<file path="src/rtl/i2s_pkg.sv">
// Shared types and constants for the I2S receiver: FSM states, default
// parameters and the slot bit-counter width.
package i2s_pkg;

    typedef enum logic [1:0] {
        SYNC,
        LEFT,
        RIGHT
    } state_t;

    localparam int   DEFAULT_WIDTH   = 16;
    localparam logic DEFAULT_WS_LEFT = 1'b0;
    localparam int   CNT_W           = 8;

    function automatic logic [CNT_W-1:0] sat_inc(input logic [CNT_W-1:0] c);
        return (c == '1) ? c : c + 1'b1;
    endfunction

endpackage

</file>
<file path="src/rtl/i2s_rx_if.sv">
// Serial input and parallel sample output bundle of the I2S receiver.
// The master side is the stream source / sample consumer, the slave side is i2s_rx.
interface i2s_rx_if #(
    parameter int WIDTH = 16
);
    logic             ws_i;
    logic             sdata_i;
    logic [WIDTH-1:0] leftChan_o;
    logic [WIDTH-1:0] rightChan_o;
    logic             valid_o;
    logic             lenErr_o;

    modport master (
        output ws_i,
        output sdata_i,
        input  leftChan_o,
        input  rightChan_o,
        input  valid_o,
        input  lenErr_o
    );

    modport slave (
        input  ws_i,
        input  sdata_i,
        output leftChan_o,
        output rightChan_o,
        output valid_o,
        output lenErr_o
    );
endinterface

</file>
<file path="src/rtl/i2s_word_deser.sv">
// MSB-first slot deserializer: counts bits in the current slot, keeps the first
// WIDTH bits and presents the word (including the current bit) plus slot length.
module i2s_word_deser
    import i2s_pkg::*;
#(
    parameter int WIDTH = DEFAULT_WIDTH
) (
    input  logic             clk,
    input  logic             rst,
    input  logic             sdata,
    input  logic             clear,
    output logic [WIDTH-1:0] word,
    output logic [CNT_W:0]   slot_len
);

    logic [CNT_W-1:0] cnt_q;
    logic [WIDTH-1:0] word_q;

    // NOTE: every output of a combinational block gets a default first, so no latch can be inferred.
    always_comb begin
        word     = word_q;
        slot_len = (CNT_W+1)'(cnt_q) + (CNT_W+1)'(1);
        for (int i = 0; i < WIDTH; i++) begin
            if (CNT_W'(WIDTH - 1 - i) == cnt_q) begin
                word[i] = sdata;
            end
        end
    end

    // NOTE: sequential state uses non-blocking assignments only, so every register samples pre-edge values.
    always_ff @(posedge clk) begin
        if (rst || clear) begin
            cnt_q  <= '0;
            word_q <= '0;
        end else begin
            cnt_q  <= sat_inc(cnt_q);
            word_q <= word;
        end
    end

endmodule

</file>
<file path="src/rtl/i2s_rx.sv">
// I2S receiver top: ws edge detection, SYNC/LEFT/RIGHT framing FSM, left holding
// register and registered L/R outputs with a one-cycle valid / length-error pulse.
module i2s_rx
    import i2s_pkg::*;
#(
    parameter int   WIDTH   = DEFAULT_WIDTH,
    parameter logic WS_LEFT = DEFAULT_WS_LEFT
) (
    input  logic    sclk_i,
    input  logic    rst_i,
    i2s_rx_if.slave bus
);

    state_t           state, next_state;
    logic             ws_q;
    logic             trans;
    logic [WIDTH-1:0] word;
    logic [CNT_W:0]   slot_len;
    logic             len_err_now;
    logic [WIDTH-1:0] left_hold;
    logic             left_err;
    logic             have_left;
    logic             store_left;
    logic             emit;

    assign trans       = bus.ws_i ^ ws_q;
    assign len_err_now = (slot_len != (CNT_W+1)'(WIDTH));

    i2s_word_deser #(
        .WIDTH (WIDTH)
    ) u_deser (
        .clk      (sclk_i),
        .rst      (rst_i),
        .sdata    (bus.sdata_i),
        .clear    (trans),
        .word     (word),
        .slot_len (slot_len)
    );

    always_ff @(posedge sclk_i) begin
        if (rst_i) state <= SYNC;
        else       state <= next_state;
    end

    always_comb begin
        next_state = state;
        store_left = 1'b0;
        emit       = 1'b0;
        case (state)
            SYNC: if (trans) next_state = (bus.ws_i == WS_LEFT) ? LEFT : RIGHT;
            LEFT: if (trans) begin
                store_left = 1'b1;
                next_state = RIGHT;
            end
            RIGHT: if (trans) begin
                emit       = have_left;
                next_state = LEFT;
            end
            default: next_state = SYNC;
        endcase
    end

    // Reload ws_q from the live input during reset so leaving reset is never seen as a ws edge.
    always_ff @(posedge sclk_i) begin
        if (rst_i) begin
            ws_q            <= bus.ws_i;
            have_left       <= 1'b0;
            left_hold       <= '0;
            left_err        <= 1'b0;
            bus.leftChan_o  <= '0;
            bus.rightChan_o <= '0;
            bus.valid_o     <= 1'b0;
            bus.lenErr_o    <= 1'b0;
        end else begin
            ws_q         <= bus.ws_i;
            bus.valid_o  <= emit;
            bus.lenErr_o <= emit & (left_err | len_err_now);
            if (store_left) begin
                left_hold <= word;
                left_err  <= len_err_now;
                have_left <= 1'b1;
            end
            if (emit) begin
                bus.leftChan_o  <= left_hold;
                bus.rightChan_o <= word;
                have_left       <= 1'b0;
            end
        end
    end

endmodule

</file>
<file path="src/flat_wrapper.sv">
// flat-port wrapper written by rule: the top's interface ports become plain ports
module i2s_rx_flat import i2s_pkg::*;
#(
    parameter int   WIDTH   = DEFAULT_WIDTH,
    parameter logic WS_LEFT = DEFAULT_WS_LEFT
)
  (sclk_i, rst_i, bus_ws_i, bus_sdata_i, bus_leftChan_o, bus_rightChan_o, bus_valid_o, bus_lenErr_o);
  i2s_rx_if #(.WIDTH(WIDTH)) bus_i ();
  input  logic sclk_i;
  input  logic rst_i;
  input wire logic [$bits(bus_i.ws_i)-1:0] bus_ws_i;
  input wire logic [$bits(bus_i.sdata_i)-1:0] bus_sdata_i;
  output wire logic [$bits(bus_i.leftChan_o)-1:0] bus_leftChan_o;
  output wire logic [$bits(bus_i.rightChan_o)-1:0] bus_rightChan_o;
  output wire logic [$bits(bus_i.valid_o)-1:0] bus_valid_o;
  output wire logic [$bits(bus_i.lenErr_o)-1:0] bus_lenErr_o;
  assign bus_i.ws_i = bus_ws_i;
  assign bus_i.sdata_i = bus_sdata_i;
  assign bus_leftChan_o = bus_i.leftChan_o;
  assign bus_rightChan_o = bus_i.rightChan_o;
  assign bus_valid_o = bus_i.valid_o;
  assign bus_lenErr_o = bus_i.lenErr_o;
  i2s_rx #(.WIDTH(WIDTH), .WS_LEFT(WS_LEFT)) u_core (.sclk_i(sclk_i), .rst_i(rst_i), .bus(bus_i));
endmodule
</file>
<file path="config.mk">
export PLATFORM = sky130hd
export DESIGN_NAME = i2s_rx_flat
export DESIGN_NICKNAME = d
export VERILOG_FILES = /design/src/rtl/i2s_pkg.sv /design/src/rtl/i2s_rx_if.sv /design/src/rtl/i2s_word_deser.sv /design/src/rtl/i2s_rx.sv /design/src/flat_wrapper.sv
export SDC_FILE = /design/constraint.sdc
export NUM_CORES = 1
export LEC_CHECK = 0
export ABC_AREA = 1
export BUFFER_PORTS_ARGS = -buffer_cell sky130_fd_sc_hd__buf_2
export CORE_MARGIN = 8
export CORE_UTILIZATION = 46
export DETAILED_ROUTE_END_ITERATION = 10
export GPL_ROUTABILITY_DRIVEN = 1
export PLACE_DENSITY = 0.65
export SYNTH_ARGS = -nofsm -noshare
export SYNTH_HDL_FRONTEND = slang
export SYNTH_SLANG_ARGS = --single-unit
export TNS_END_PERCENT = 10
</file>
<file path="constraint.sdc">
create_clock -name sclk_i -period 1.5 [get_ports sclk_i]
set_input_delay 0.3 -clock sclk_i [delete_from_list [all_inputs] [get_ports sclk_i]]
set_output_delay 0.3 -clock sclk_i [all_outputs]
set_load 0.05 [all_outputs]
</file>
==> summary.txt <==
Synthesis
  • Syn_nets: 414
  • #FFs+latches synth: between 70 and 80
  • Largest cells by area after synthesis: dfxtp_1 48%, o21ai_2 8.2%, nand2_1 7.6%
  • Mean Syn Cell Area: between 8 and 9 um2
  • Synthesized area: about 3300 um2
  • Seq/Total Area, Yosys: between 40% and 50%
  • Post-synth cell types: 27
  • Synth warn: 0
  • Largest area contributor in the netlist: dfxtp_1
  • Cell count after synthesis: approximately 410
  • Synth top area share: around half

Clocking
  • CTS tree: built
  • Clk slew on worst S/H paths: 80 ps
  • Post-CTS Hold Fix Bufs: 0
  • Clk root buf: clkbuf_8
  • Clock buffer count from CTS: 9
  • Worst skew pair latency: 350 ps
  • H-tree depth: 3
  • Max clock buf depth: 2
  • Clock sink total: 79

Layout
  • Final Non-Filler Cells: between 500 and 600
  • Synth-to-Final Area Change: 23.1%
  • Fraction of layout instances using a drive strength above 1: roughly a third
  • Antenna cells: 0
  • Core Util, Final: 57.1%
  • # nets final: between 400 and 500

Floorplan
  • Die ar.: about 10000 um2
  • IO Count: 38
  • Die width: 101 um
  • Initial Utilization: between 40% and 50%
  • Row Count: 31
  • Core ar.: just over 7000 um2
  • Die H: about 100 um

STA
  • Slew @ Worst Pin: roughly 340 ps
  • RSZ-0062 raised after global routing: yes
  • Period utilization: between 90% and 100%
  • Final hold vios: 0
  • Min Tclk post-route: roughly 1400 ps
  • Final setup viols: 0
  • Final Skew: 11.9 ps
  • Max-slew violation count: 0
  • Relative slew slack: between 70% and 80%
  • Achievable clock frequency: a little under 700 MHz

Pwr
  • Tot Pwr: a little over 4 mW
  • Pwr/cell area: between 1000 and 1500 nW/um2
  • P_leak: between 1.5 and 2 nW
  • Maximum vdd drop: ~0.46 mV

Outcome
  • Status: finished clean

Setup path
  • CP arrival: between 1500 and 2000 ps
  • Crit path max fanout: 5
  • Critical path launch point type: flop
  • CP Capture Type: flop
  • Flop-to-flop setup slack: 50 ps
  • CP Class: reg2reg
  • WP data required: around 1800 ps

Job
  • Max cap viols: 0

Drt
  • Vias per inst: 4.78
  • DRC: 0
  • Wire per inst: approximately 13 um
  • Via Count: approximately 2.7k
  • Final WL: approximately 7200 um
  • Iter 0 DRT Violations: roughly 110
  • DRT Pass-1 Iters: 4
  • Antenna-violating nets left: 0

Place
  • RePlAce Congestion: 0.822
  • Hpwl dp: between 5000 and 6000 um
  • Placed insts: about 560
  • Input/output buffers: 37

Global routing
  • Maximum number of pins on one net before global-route repair: 23
  • Vias in the first global route: around 2.5k
  • Gr usage total: approximately 15%
  • GRT overflow: 0
  • Initial antenna violation count: 0
  • First-pass GRT wire length: between 10000 and 15000 um

Min path
  • Worst Hold Class: in2reg
-- where the power goes --
| part | leakage, nW | internal, mW | switching (mW) |
|---|---|---|---|
| clock network | 0.0916 | 0.811 | 0.766 |
| logic | 1.04 | 0.116 | 0.219 |
| registers | 0.641 | 2.15 | 0.0232 |
| total | 1.77 | 3.08 | 1.01 |
-- synth_stat cells --
cell	instances
nand3_4	2
a31oi_1	1
nor2_4	1
nand4_1	4
clkinv_2	1
nor3_1	2
ha_1	4
buf_6	4
dfxtp_1	79
nand3_1	40
inv_1	55
nor2_2	4
xnor2_2	1
nor2_1	32
nand2_1	67
clkbuf_1	5
a21oi_1	27
o21ai_0	13
nor3_2	9
o21ai_2	31
o211ai_1	1
inv_2	3
nand2_2	1
buf_4	2
o21ai_1	9
buf_2	7
clkinv_1	1
-- per-layer routing --
metal  vias to the layer above  GRT usage, %  wire length (um)
met2                        53          24.6              3410
li1                       1433             -                 -
met1                      1249          17.6              3400
met5                         -             0                 0
met3                         9          3.87               319
met4                         0          6.74                90
-- path summary, 6_finish.rpt --
path / from / endpoint / depth (start not counted)
min: bus_ws_i / u_core.ws_q$_DFF_P_ / 1
max: u_core.u_deser.cnt_q[1]$_SDFFE_PP0N_ / u_core.bus.rightChan_o[3]$_SDFFE_PP0P_ / 8
max reg2reg: u_core.u_deser.cnt_q[1]$_SDFFE_PP0N_ / u_core.bus.rightChan_o[3]$_SDFFE_PP0P_ / 8
min reg2reg: u_core.left_hold[0]$_SDFFE_PP0P_ / u_core.bus.leftChan_o[0]$_SDFFE_PP0P_ / 2
-- logic make-up (layout without fill, tap and decap cells) --
family / count (synthesis) / count (layout) / share of synthesized area [%]
flip-flops: 79 / 79 / 48.0
XOR/XNOR: 1 / 1 / 0.494
buffers and inverters: 78 / 147 / 10.3
adder cells (fa/ha/maj): 4 / 4 / 1.52
AND/OR/NAND/NOR: 162 / 162 / 23.5
AO/OA/AOI/OAI: 82 / 82 / 16.1
-- worst max-delay path, cell delays in order (launching register included) --
cell     delay [ps]
dfxtp_2         350
inv_1           100
ha_2            200
inv_1           100
nor3_2          230
nand2_1          90
o21ai_2          80
buf_4           150
o21ai_2          40
-- sequential cells by signal, summed over array words and instances, names as in the netlist --
name,cells
u_core.left_hold,16
u_core.bus.leftChan_o,16
u_core.left_err,1
u_core.state,2
u_core.u_deser.word_q,16
u_core.bus.rightChan_o,16
u_core.ws_q,1
u_core.have_left,1
u_core.bus.lenErr_o,1
u_core.u_deser.cnt_q,8
u_core.bus.valid_o,1
-- what timing repair did --
item	in CTS	in global routing
gates resized for setup	9	17
gates cloned	0	0
pin swaps	0	4
setup buffers	0	3
endpoints found under the setup margin	12	48
-- cell usage in the layout (no fill, tap or decap), drive strengths merged, types with 3 or more instances in the layout --
| cell type | n |
|---|---|
| a21oi | 27 |
| buf | 71 |
| clkbuf | 11 |
| clkinv | 3 |
| clkinvlp | 3 |
| dfxtp | 79 |
| ha | 4 |
| inv | 58 |
| nand2 | 68 |
| nand3 | 42 |
| nand4 | 4 |
| nor2 | 37 |
| nor3 | 11 |
| o21ai | 53 |
-- area by class of cell --
cell class	instances	area (um2)
fillers	664	3040
flip-flops and latches	79	1590
multi-input cells	249	1440
repair buffers	71	478
inverters	60	226
clock buffers	11	141
well taps	99	124
clock inverters	5	57.6
-- stage by stage --
step	setup TNS, ps	instance area, um2	setup WS (ps)	hold WS [ps]
final	0	4060	50.4	115
after global placement	-66.1	3760	-45.3	420
after floorplan	0	3290	110	328
after global routing	-450	4060	-65.3	115
after CTS	-1.99	3990	-1.99	102
after detailed placement	-166	3760	-85.1	427
(Power assumes the default switching activity.)
